`src/rtl/ram_port_arbiter_if.sv`:
```
// Bundle of the CPU, readout and RAM-side signals around the two-port RAM arbiter.
interface ram_port_arbiter_if #(
    parameter int unsigned ADDR_W = 6,
    parameter int unsigned DATA_W = 16
);
    // CPU port
    logic              cpu_req;
    logic              cpu_we;
    logic [ADDR_W-1:0] cpu_addr;
    logic [DATA_W-1:0] cpu_wdata;
    logic              cpu_gnt;
    logic              cpu_rvalid;
    logic [DATA_W-1:0] cpu_rdata;

    // Read-only readout port
    logic              rd_req;
    logic [ADDR_W-1:0] rd_addr;
    logic              rd_gnt;
    logic              rd_rvalid;
    logic [DATA_W-1:0] rd_rdata;

    // Single-port RAM, 1-cycle read latency
    logic              ram_en;
    logic              ram_we;
    logic [ADDR_W-1:0] ram_addr;
    logic [DATA_W-1:0] ram_din;
    logic [DATA_W-1:0] ram_dout;

    // Arbiter side
    modport slave (
        input  cpu_req, cpu_we, cpu_addr, cpu_wdata,
        output cpu_gnt, cpu_rvalid, cpu_rdata,
        input  rd_req, rd_addr,
        output rd_gnt, rd_rvalid, rd_rdata,
        output ram_en, ram_we, ram_addr, ram_din,
        input  ram_dout
    );

    // Requesters plus RAM model side
    modport master (
        output cpu_req, cpu_we, cpu_addr, cpu_wdata,
        input  cpu_gnt, cpu_rvalid, cpu_rdata,
        output rd_req, rd_addr,
        input  rd_gnt, rd_rvalid, rd_rdata,
        input  ram_en, ram_we, ram_addr, ram_din,
        output ram_dout
    );
endinterface

```
`src/rtl/ram_port_arbiter.sv`:
```
// Arbitrates a CPU port and a read-only readout port onto one single-port RAM.
// CPU has priority but may take at most CPU_BURST_MAX grants in a row while
// the readout port is waiting. Grants are combinational; read data returns one
// cycle later to whichever port owned the read.
module ram_port_arbiter #(
    parameter int unsigned ADDR_W        = 6,
    parameter int unsigned DATA_W        = 16,
    parameter int unsigned CPU_BURST_MAX = 8
) (
    input  logic               clk,
    input  logic               reset,
    ram_port_arbiter_if.slave  bus
);

    localparam int unsigned   CNT_W     = 4;
    localparam logic [CNT_W-1:0] BURST_MAX = CNT_W'(CPU_BURST_MAX);

    typedef enum logic [1:0] {
        RET_NONE = 2'd0,
        RET_CPU  = 2'd1,
        RET_RD   = 2'd2
    } ret_e;

    logic [CNT_W-1:0] starve_q, starve_d;
    ret_e             ret_q, ret_d;
    logic             cpu_gnt_c, rd_gnt_c;

    // Grant selection: single requester wins; on contention CPU wins until its burst budget runs out
    always_comb begin
        cpu_gnt_c = 1'b0;
        rd_gnt_c  = 1'b0;
        if (!reset) begin
            if (bus.cpu_req && bus.rd_req) begin
                if (starve_q < BURST_MAX) begin
                    cpu_gnt_c = 1'b1;
                end else begin
                    rd_gnt_c = 1'b1;
                end
            end else if (bus.cpu_req) begin
                cpu_gnt_c = 1'b1;
            end else if (bus.rd_req) begin
                rd_gnt_c = 1'b1;
            end
        end
    end

    // RAM drive follows the granted requester in the same cycle; all zero when idle
    always_comb begin
        bus.ram_en   = 1'b0;
        bus.ram_we   = 1'b0;
        bus.ram_addr = '0;
        bus.ram_din  = '0;
        if (cpu_gnt_c) begin
            bus.ram_en   = 1'b1;
            bus.ram_we   = bus.cpu_we;
            bus.ram_addr = bus.cpu_addr;
            bus.ram_din  = bus.cpu_wdata;
        end else if (rd_gnt_c) begin
            bus.ram_en   = 1'b1;
            bus.ram_addr = bus.rd_addr;
            bus.ram_din  = bus.cpu_wdata;
        end
    end

    // Next starvation count and next return owner
    always_comb begin
        starve_d = starve_q;
        ret_d    = RET_NONE;
        if (rd_gnt_c || !bus.rd_req) begin
            starve_d = '0;
        end else if (cpu_gnt_c) begin
            starve_d = (starve_q >= BURST_MAX) ? BURST_MAX : starve_q + CNT_W'(1);
        end
        if (rd_gnt_c) begin
            ret_d = RET_RD;
        end else if (cpu_gnt_c && !bus.cpu_we) begin
            ret_d = RET_CPU;
        end
    end

    // State registers; reset also drops any read that was in flight
    always_ff @(posedge clk) begin
        if (reset) begin
            starve_q <= '0;
            ret_q    <= RET_NONE;
        end else begin
            starve_q <= starve_d;
            ret_q    <= ret_d;
        end
    end

    // Grant and read-return outputs; returns are suppressed while reset is high
    assign bus.cpu_gnt    = cpu_gnt_c;
    assign bus.rd_gnt     = rd_gnt_c;
    assign bus.cpu_rvalid = !reset && (ret_q == RET_CPU);
    assign bus.rd_rvalid  = !reset && (ret_q == RET_RD);
    assign bus.cpu_rdata  = bus.cpu_rvalid ? bus.ram_dout : '0;
    assign bus.rd_rdata   = bus.rd_rvalid  ? bus.ram_dout : '0;

endmodule
```
`src/flat_wrapper.sv`:
```
// flat-port wrapper written by rule: the top's interface ports become plain ports
module ram_port_arbiter_flat 
#(
    parameter int unsigned ADDR_W        = 6,
    parameter int unsigned DATA_W        = 16,
    parameter int unsigned CPU_BURST_MAX = 8
)
  (clk, reset, bus_cpu_req, bus_cpu_we, bus_cpu_addr, bus_cpu_wdata, bus_cpu_gnt, bus_cpu_rvalid, bus_cpu_rdata, bus_rd_req, bus_rd_addr, bus_rd_gnt, bus_rd_rvalid, bus_rd_rdata, bus_ram_en, bus_ram_we, bus_ram_addr, bus_ram_din, bus_ram_dout);
  ram_port_arbiter_if #(.ADDR_W(ADDR_W), .DATA_W(DATA_W)) bus_i ();
  input  logic clk;
  input  logic reset;
  input wire logic [$bits(bus_i.cpu_req)-1:0] bus_cpu_req;
  input wire logic [$bits(bus_i.cpu_we)-1:0] bus_cpu_we;
  input wire logic [$bits(bus_i.cpu_addr)-1:0] bus_cpu_addr;
  input wire logic [$bits(bus_i.cpu_wdata)-1:0] bus_cpu_wdata;
  output wire logic [$bits(bus_i.cpu_gnt)-1:0] bus_cpu_gnt;
  output wire logic [$bits(bus_i.cpu_rvalid)-1:0] bus_cpu_rvalid;
  output wire logic [$bits(bus_i.cpu_rdata)-1:0] bus_cpu_rdata;
  input wire logic [$bits(bus_i.rd_req)-1:0] bus_rd_req;
  input wire logic [$bits(bus_i.rd_addr)-1:0] bus_rd_addr;
  output wire logic [$bits(bus_i.rd_gnt)-1:0] bus_rd_gnt;
  output wire logic [$bits(bus_i.rd_rvalid)-1:0] bus_rd_rvalid;
  output wire logic [$bits(bus_i.rd_rdata)-1:0] bus_rd_rdata;
  output wire logic [$bits(bus_i.ram_en)-1:0] bus_ram_en;
  output wire logic [$bits(bus_i.ram_we)-1:0] bus_ram_we;
  output wire logic [$bits(bus_i.ram_addr)-1:0] bus_ram_addr;
  output wire logic [$bits(bus_i.ram_din)-1:0] bus_ram_din;
  input wire logic [$bits(bus_i.ram_dout)-1:0] bus_ram_dout;
  assign bus_i.cpu_req = bus_cpu_req;
  assign bus_i.cpu_we = bus_cpu_we;
  assign bus_i.cpu_addr = bus_cpu_addr;
  assign bus_i.cpu_wdata = bus_cpu_wdata;
  assign bus_cpu_gnt = bus_i.cpu_gnt;
  assign bus_cpu_rvalid = bus_i.cpu_rvalid;
  assign bus_cpu_rdata = bus_i.cpu_rdata;
  assign bus_i.rd_req = bus_rd_req;
  assign bus_i.rd_addr = bus_rd_addr;
  assign bus_rd_gnt = bus_i.rd_gnt;
  assign bus_rd_rvalid = bus_i.rd_rvalid;
  assign bus_rd_rdata = bus_i.rd_rdata;
  assign bus_ram_en = bus_i.ram_en;
  assign bus_ram_we = bus_i.ram_we;
  assign bus_ram_addr = bus_i.ram_addr;
  assign bus_ram_din = bus_i.ram_din;
  assign bus_i.ram_dout = bus_ram_dout;
  ram_port_arbiter #(.ADDR_W(ADDR_W), .DATA_W(DATA_W), .CPU_BURST_MAX(CPU_BURST_MAX)) u_core (.clk(clk), .reset(reset), .bus(bus_i));
endmodule
```
`config.mk`:
```
export PLATFORM = sky130hd
export DESIGN_NAME = ram_port_arbiter_flat
export DESIGN_NICKNAME = d
export VERILOG_FILES = /design/src/rtl/ram_port_arbiter_if.sv /design/src/rtl/ram_port_arbiter.sv /design/src/flat_wrapper.sv
export SDC_FILE = /design/constraint.sdc
export NUM_CORES = 1
export LEC_CHECK = 0
export ABC_AREA = 1
export BUFFER_PORTS_ARGS = -buffer_cell sky130_fd_sc_hd__buf_2
export CAP_MARGIN = 10
export CORE_MARGIN = 3
export CORE_UTILIZATION = 26
export CTS_CLUSTER_DIAMETER = 100
export DETAILED_ROUTE_END_ITERATION = 8
export MAX_ROUTING_LAYER = met4
export PLACE_DENSITY_LB_ADDON = 0.2
export SLEW_MARGIN = 20
export SYNTH_ARGS = -nofsm -noshare
export SYNTH_HDL_FRONTEND = slang
export SYNTH_SLANG_ARGS = --single-unit
```
`constraint.sdc`:
```
create_clock -name clk -period 1.1 [get_ports clk]
set_input_delay 0.275 -clock clk [delete_from_list [all_inputs] [get_ports clk]]
set_output_delay 0.275 -clock clk [all_outputs]
set_load 0.02 [all_outputs]
```
==> results.ini, run 1 <==
[setup_path]
path_buf_inv=4
cp_top_family=buffers and inverters
path_max_fanout=8
r2r_slack_ns=-0.13
crit_chain=inv_2 > nand2_2 > nand3_4 > nand2_4 > inv_4 > buf_12 > nor2_4 > buf_6
end_kind=primary output
crit_slowest_cell=dfxtp_2
worstPathRequired_ns=0.82
cpPeakStageDelay_ns=0.35
crit_arrival_ns=1.32
worstSetupStartpointType=register
worstSetupPathType=reg -> out

[routing]
drt-vias-per-instance=4.97
firstDrtPassIters=4
wire_per_inst_um=19.8
postRouteAntennaNets=0
drc=0
postRouteWirelength_um=5950
dr.first_iter.drc_count=58
vias=1492

[logic_synthesis]
netlist.area_leader.share=0.283
yosys_register_bits=6
synth_top_area_cell=nor2_1
syn_area_per_cell_um2=4.94
ys_seq_area_frac=0.168
syn-cell-area_um2=716
synthTopCellsByArea=nor2_1 (28%), inv_1 (24%), dfxtp_1 (17%)
yosysUniqueCellTypes=17
ys_warn_count=0
syn-num-nets=196
syn_inst=145

[cells_and_area]
antenna_cells=0
final_common_cell=buf_6
drive_above_1_share=0.793
final_cell_mix=buf_6 (61), nor2_4 (50), buf_2 (49)
fin_area_um2=2450
final_nets=323
area_growth_pct=242

[placement]
routabilityCongestion=0.726
place_hpwl_um=2370
dpl_cell_area_um2=1600
numPortBuffers=108

[sta]
post-route-min-period_ns=1.60
period_share=1.45
finalSetupViolCount=62
tns_ns=-23.66
hold_violations=0
worst_slew_pin_slew_ns=0.222
setup_slack_ns=-0.497
relSlewSlack=0.852
skew_ns=0.00513
max_freq_mhz=626
drv_slew=0
rsz0062_at_grt=true

[clocking]
numCtsBuffers=3
h-tree-depth=1
path_clk_slew_ns=0.05
clock_sinks=6
clk_latency_ns=0.25
hold_buffers=0
tritoncts=built
cts.root.buffer_cell=clkbuf_4
clock_path_buffers=2

[power_and_ir_drop]
power.total_mw=1.20
power_density_nw_per_um2=492
power.leakage_nw=1.28
vdd_drop_max_mv=0.728

[floorplan]
die-area_um2=3420
die_width_um=58.5
start_util=0.281
core_area_um2=2540
die_y_um=58.5
num_io_pins=109
core.rowCount=18

[global_routing]
grt_pass1_vias=1495
grt_max_degree=9
antenna_found_initial=0
grt_overflow_total=0
grt_pass1_wl_um=7230
track_usage=0.285

[run_status]
violations=negative setup slack
outcome=complete, but fails checks

[worst_hold_path]
min_path_type=in -> reg

[job]
max_cap_viol_count=0

==> per-stage QoR <==
step           cells  worst slack, ns  utilization  hold slack, ns
3_3_place_gp     287           -0.282        0.630           0.450
4_1_cts          300           -0.460        0.922           0.176
3_5_place_dp     287           -0.296        0.630           0.451
5_1_grt          300           -0.534        0.963           0.190
2_1_floorplan    145           -0.168            -           0.347
6_report         300           -0.497        0.963           0.202
==> cell families (layout without fill, tap and decap cells) <==
family / after synthesis / after routing / synth area share
and+or+nand+nor: 85 / 85 / 0.503
buffers and inverters: 50 / 175 / 0.280
DFF: 6 / 6 / 0.168
adders and majority gates: 2 / 2 / 0.0350
AOI/OAI and AO/OA: 2 / 2 / 0.0140
==> registers in the layout, summed over array words and instances (netlist names) <==
signal,count
u_core.ret_q,2
u_core.starve_q,4
==> where the power goes <==
group / switching [mW] / internal (mW) / leakage, nW / total [mW]
Combinational: 0.435 / 0.334 / 1.21 / 0.768
Sequential: 0.00644 / 0.222 / 0.0504 / 0.229
Clock: 0.0839 / 0.124 / 0.0138 / 0.208
==> routing by layer <==
metal,part of all wire,vias up,track usage
li1,-,651,-
met1,0.32,717,0.291
met2,0.57,105,0.536
met3,0.064,19,0.0439
met4,0.041,0,0.116
met5,0,-,-
==> path summary, 6_finish.rpt <==
kind,start,to,cells after the start
worst max-delay path,u_core.starve_q[3]$_SDFFE_PP0P_,bus_ram_din[5],8
worst min-delay path,bus_cpu_we,u_core.ret_q[0]$_SDFF_PP0_,2
worst max register to register,u_core.starve_q[1]$_SDFFE_PP0P_,u_core.starve_q[2]$_SDFFE_PP0P_,5
worst min register to register,u_core.starve_q[0]$_SDFFE_PP0P_,u_core.starve_q[3]$_SDFFE_PP0P_,2
==> cells in the mapped netlist, drive strengths merged <==
cell / count
nand3: 4
inv: 47
nor3: 1
o21ai: 1
ha: 2
dfxtp: 6
nor2: 54
buf: 3
nand4: 2
a21oi: 1
nand2: 24
==> worst register-to-register path, cell delays in order, from the launching register on <==
cell	delay, ns
dfxtp_1	0.42
ha_1	0.22
nand4_1	0.18
nand2_1	0.14
nand2_1	0.09
nor2_1	0.12
==> area by class of cell <==
| type | count | area (µm²) |
|---|---|---|
| sequential | 6 | 126 |
| clock buffer | 3 | 22.5 |
| fill | 53 | 95.1 |
| timing repair buffer | 125 | 1170 |
| inverter | 47 | 219 |
| multi-input combinational | 89 | 875 |
| tap | 30 | 37.5 |
==> timing repair <==
action,4_1_cts,5_1_grt
gates cloned,4,0
buffers inserted,6,2
pin swaps,4,10
endpoints found under the setup margin,60,61
resized for setup,177,40
(Power assumes the default switching activity.)
==> run 2, diff against run 1 <==
BUFFER_PORTS_ARGS = -buffer_cell sky130_fd_sc_hd__buf_4   (was -buffer_cell sky130_fd_sc_hd__buf_2)
==> results.ini, run 2 <==
[clocking]
h-tree-depth=1
clock_path_buffers=2
clock_sinks=6
numCtsBuffers=3
cts.root.buffer_cell=clkbuf_4

[placement]
numPortBuffers=108
routabilityCongestion=0.704
numPlacedInstances=288
place_hpwl_um=2660
pre_cts_ws_ns=-0.307

[logic_synthesis]
netlist_top_cells_count=nor2_1 (54), inv_1 (45), nand2_1 (23)
synth_most_common_cell=nor2_1
ys_warn_count=0
yosysUniqueCellTypes=17
yosys_register_bits=6
synth_edf_count=0
synth_top_area_cell=nor2_1
ys.flop_type=dfxtp_1
syn_area_per_cell_um2=4.94
netlist.area_leader.share=0.283
syn-num-nets=196
synth_async_sr_flop_share=0
ys_seq_area_frac=0.168
syn_inst=145
synthTopCellsByArea=nor2_1 (28%), inv_1 (24%), dfxtp_1 (17%)
syn-cell-area_um2=716

[floorplan]
start_util=0.281
die_y_um=58.5
core.rowCount=18
die_width_um=58.5
num_io_pins=109

[sta]
endpoint_type=primary output
worst_endpoint=bus_ram_din[12]

[run_status]
haltStage=global routing
outcome=aborted with a tool error
firstError=[ERROR DPL-0038] Utilization greater than 100%, impossible to legalize

[global_routing]
grt_max_degree=18

run 2: cell families after synthesis:
logic type | synth area share
simple gates | 0.503
buf+inv | 0.280
flops | 0.168
compound gates | 0.0140
fa+ha+maj | 0.0350
run 2: stage by stage:
step / cell area (µm²) / utilization
2_1_floorplan: 970 / -
3_3_place_gp: 1880 / 0.739
3_5_place_dp: 1880 / 0.739
4_1_cts: 2250 / 0.883
run 2: repair_timing:
item / in CTS
gates cloned: 2
resized for setup: 78
hold buffers: 0
pin swaps: 3
buffers inserted: 2
setup endpoints to repair: 60
hold endpoints to repair: 0
==> run 3, diff against run 2 <==
CORE_AREA = 3 3 64 66   (was not set)
CORE_MARGIN = not set   (was 3)
CORE_UTILIZATION = not set   (was 26)
CTS_CLUSTER_DIAMETER = not set   (was 100)
DIE_AREA = 0 0 67 69   (was not set)
MAX_ROUTING_LAYER = not set   (was met4)
PLACE_DENSITY_LB_ADDON = 0.15   (was 0.2)
clock period = 1.4 ns   (was 1.1 ns; I/O delays follow)
==> results.ini, run 3 (synthesis gave the netlist of run 1 again) <==
[run_status]
outcome=complete, but fails checks
violations=negative setup slack

[routing]
postRouteWirelength_um=3840
dr.first_iter.drc_count=33
postRouteAntennaNets=0
drt-vias-per-instance=4.01
firstDrtPassIters=4
drc=0
vias=1272
wire_per_inst_um=12.1

[sta]
rsz0062_at_grt=true
hold_ws_ns=0.288
relSlewSlack=0.874
max_freq_mhz=636
period_share=1.12
drv_slew=0
skew_ns=0.000296
setup_slack_ns=-0.173
tns_ns=-5.11
finalSetupViolCount=57
worst_slew_pin_slew_ns=0.189
hold_violations=0
post-route-min-period_ns=1.57

[cells_and_area]
final_common_cell=buf_4
reg_top3=u_core.starve_q x4, u_core.ret_q x2
final_nets=322
largest_register=u_core.starve_q
final_cell_mix=buf_4 (68), buf_6 (53), inv_1 (40)
antenna_cells=0
drive_above_1_share=0.706
area_growth_pct=223
largest_register_ffs=4

[clocking]
clock_path_buffers=2
numCtsBuffers=3
clock_sinks=6
hold_buffers=0
h-tree-depth=1
tritoncts=built
clk_latency_ns=0.22
cts.root.buffer_cell=clkbuf_8
path_clk_slew_ns=0.03

[power_and_ir_drop]
power.leakage_nw=1.22
power_frac_comb=0.553
p_sw_frac=0.360
clockPowerShare=0.261
internal-power_mw=0.617
vdd_drop_max_mv=0.361
power_switching_mw=0.347
power_density_nw_per_um2=417
power_frac_seq=0.186

[global_routing]
grt_max_degree=9
track_usage=0.141
antenna_found_initial=0
grt_overflow_total=0
grt_pass1_wl_um=5200
grt_pass1_vias=1195

[setup_path]
path_buf_inv=3
crit_chain=inv_2 > nand2_2 > nand3_4 > nand2_8 > inv_6 > nor2_2 > buf_6
path_max_fanout=8
worstSetupStartpointType=register
cpPeakStageDelay_ns=0.33
worstSetupPathType=reg -> out
crit_slowest_cell=dfxtp_2
crit_arrival_ns=1.22
cp_top_family=simple AND/OR/NAND/NOR gates
worstPathRequired_ns=1.05
end_kind=primary output

[placement]
numPortBuffers=108
routabilityCongestion=0.705
place_hpwl_um=2570

[floorplan]
start_util=0.197
die-area_um2=4620
num_io_pins=109
core_area_um2=3630
die_y_um=69
core.rowCount=22
die_width_um=67

[job]
max_cap_viol_count=0

[worst_hold_path]
min_path_type=in -> reg

-- run 3: final cells by class --
| cell class | count | area, µm² |
|---|---|---|
| timing repair buffer | 123 | 1150 |
| fill | 306 | 1320 |
| tap | 48 | 60.1 |
| inverter | 47 | 196 |
| timing repair inverter | 1 | 8.76 |
| clock buffer | 3 | 41.3 |
| sequential | 6 | 124 |
| multi-input combinational | 89 | 727 |
-- run 3: power groups by stage --
stage	clock, mW	sequential, mW	combinational (mW)
floorplan	0	0.180	0.178
global placement	0	0.181	0.395
detailed placement	0	0.181	0.395
CTS	0.255	0.179	0.470
global route	0.268	0.180	0.569
finish	0.252	0.179	0.533
-- run 3: final timing paths --
check                                    end  cells after the start                            start  slack (ns)
max                          bus_ram_din[13]                      7  u_core.starve_q[3]$_SDFFE_PP0P_       -0.17
min reg2reg  u_core.starve_q[3]$_SDFFE_PP0P_                      2  u_core.starve_q[2]$_SDFFE_PP0P_        0.45
min               u_core.ret_q[0]$_SDFF_PP0_                      2                       bus_cpu_we        0.29
max reg2reg  u_core.starve_q[0]$_SDFFE_PP0P_                      7  u_core.starve_q[3]$_SDFFE_PP0P_        0.38
-- run 3: worst reg2reg max path, delay by kind of cell, from the launching register on --
kind            cells  cell delay, ns
flops               1            0.33
buf+inv             5            0.40
simple gates        1            0.11
compound gates      1            0.07
-- run 3: layer usage --
| layer | track usage | wire length [µm] | up-vias |
|---|---|---|---|
| li1 | - | - | 647 |
| met1 | 0.149 | 1310 | 543 |
| met2 | 0.249 | 1940 | 80 |
| met3 | 0.0619 | 569 | 2 |
| met4 | 0.0338 | 22 | 0 |
| met5 | 0 | 0 | - |
-- run 3: through the flow --
stage	power, mW	utilization	area, µm²	setup WS [ns]	cells
final	0.964	0.636	2310	-0.173	317
after global routing	1.02	0.636	2310	-0.225	317
after CTS	0.905	0.568	2060	-0.169	316
after detailed placement	0.575	0.461	1680	-0.135	307
after global placement	0.575	0.461	1680	-0.138	307
after floorplan	0.358	-	746	-0.0409	145
-- run 3: timing repair --
item                       4_1_cts  5_1_grt
setup endpoints to repair       58       60
buffers inserted                 3        3
pin swaps                        1        5
gates cloned                     3        0
gates resized for setup         79       69
hold endpoints to repair         0        0
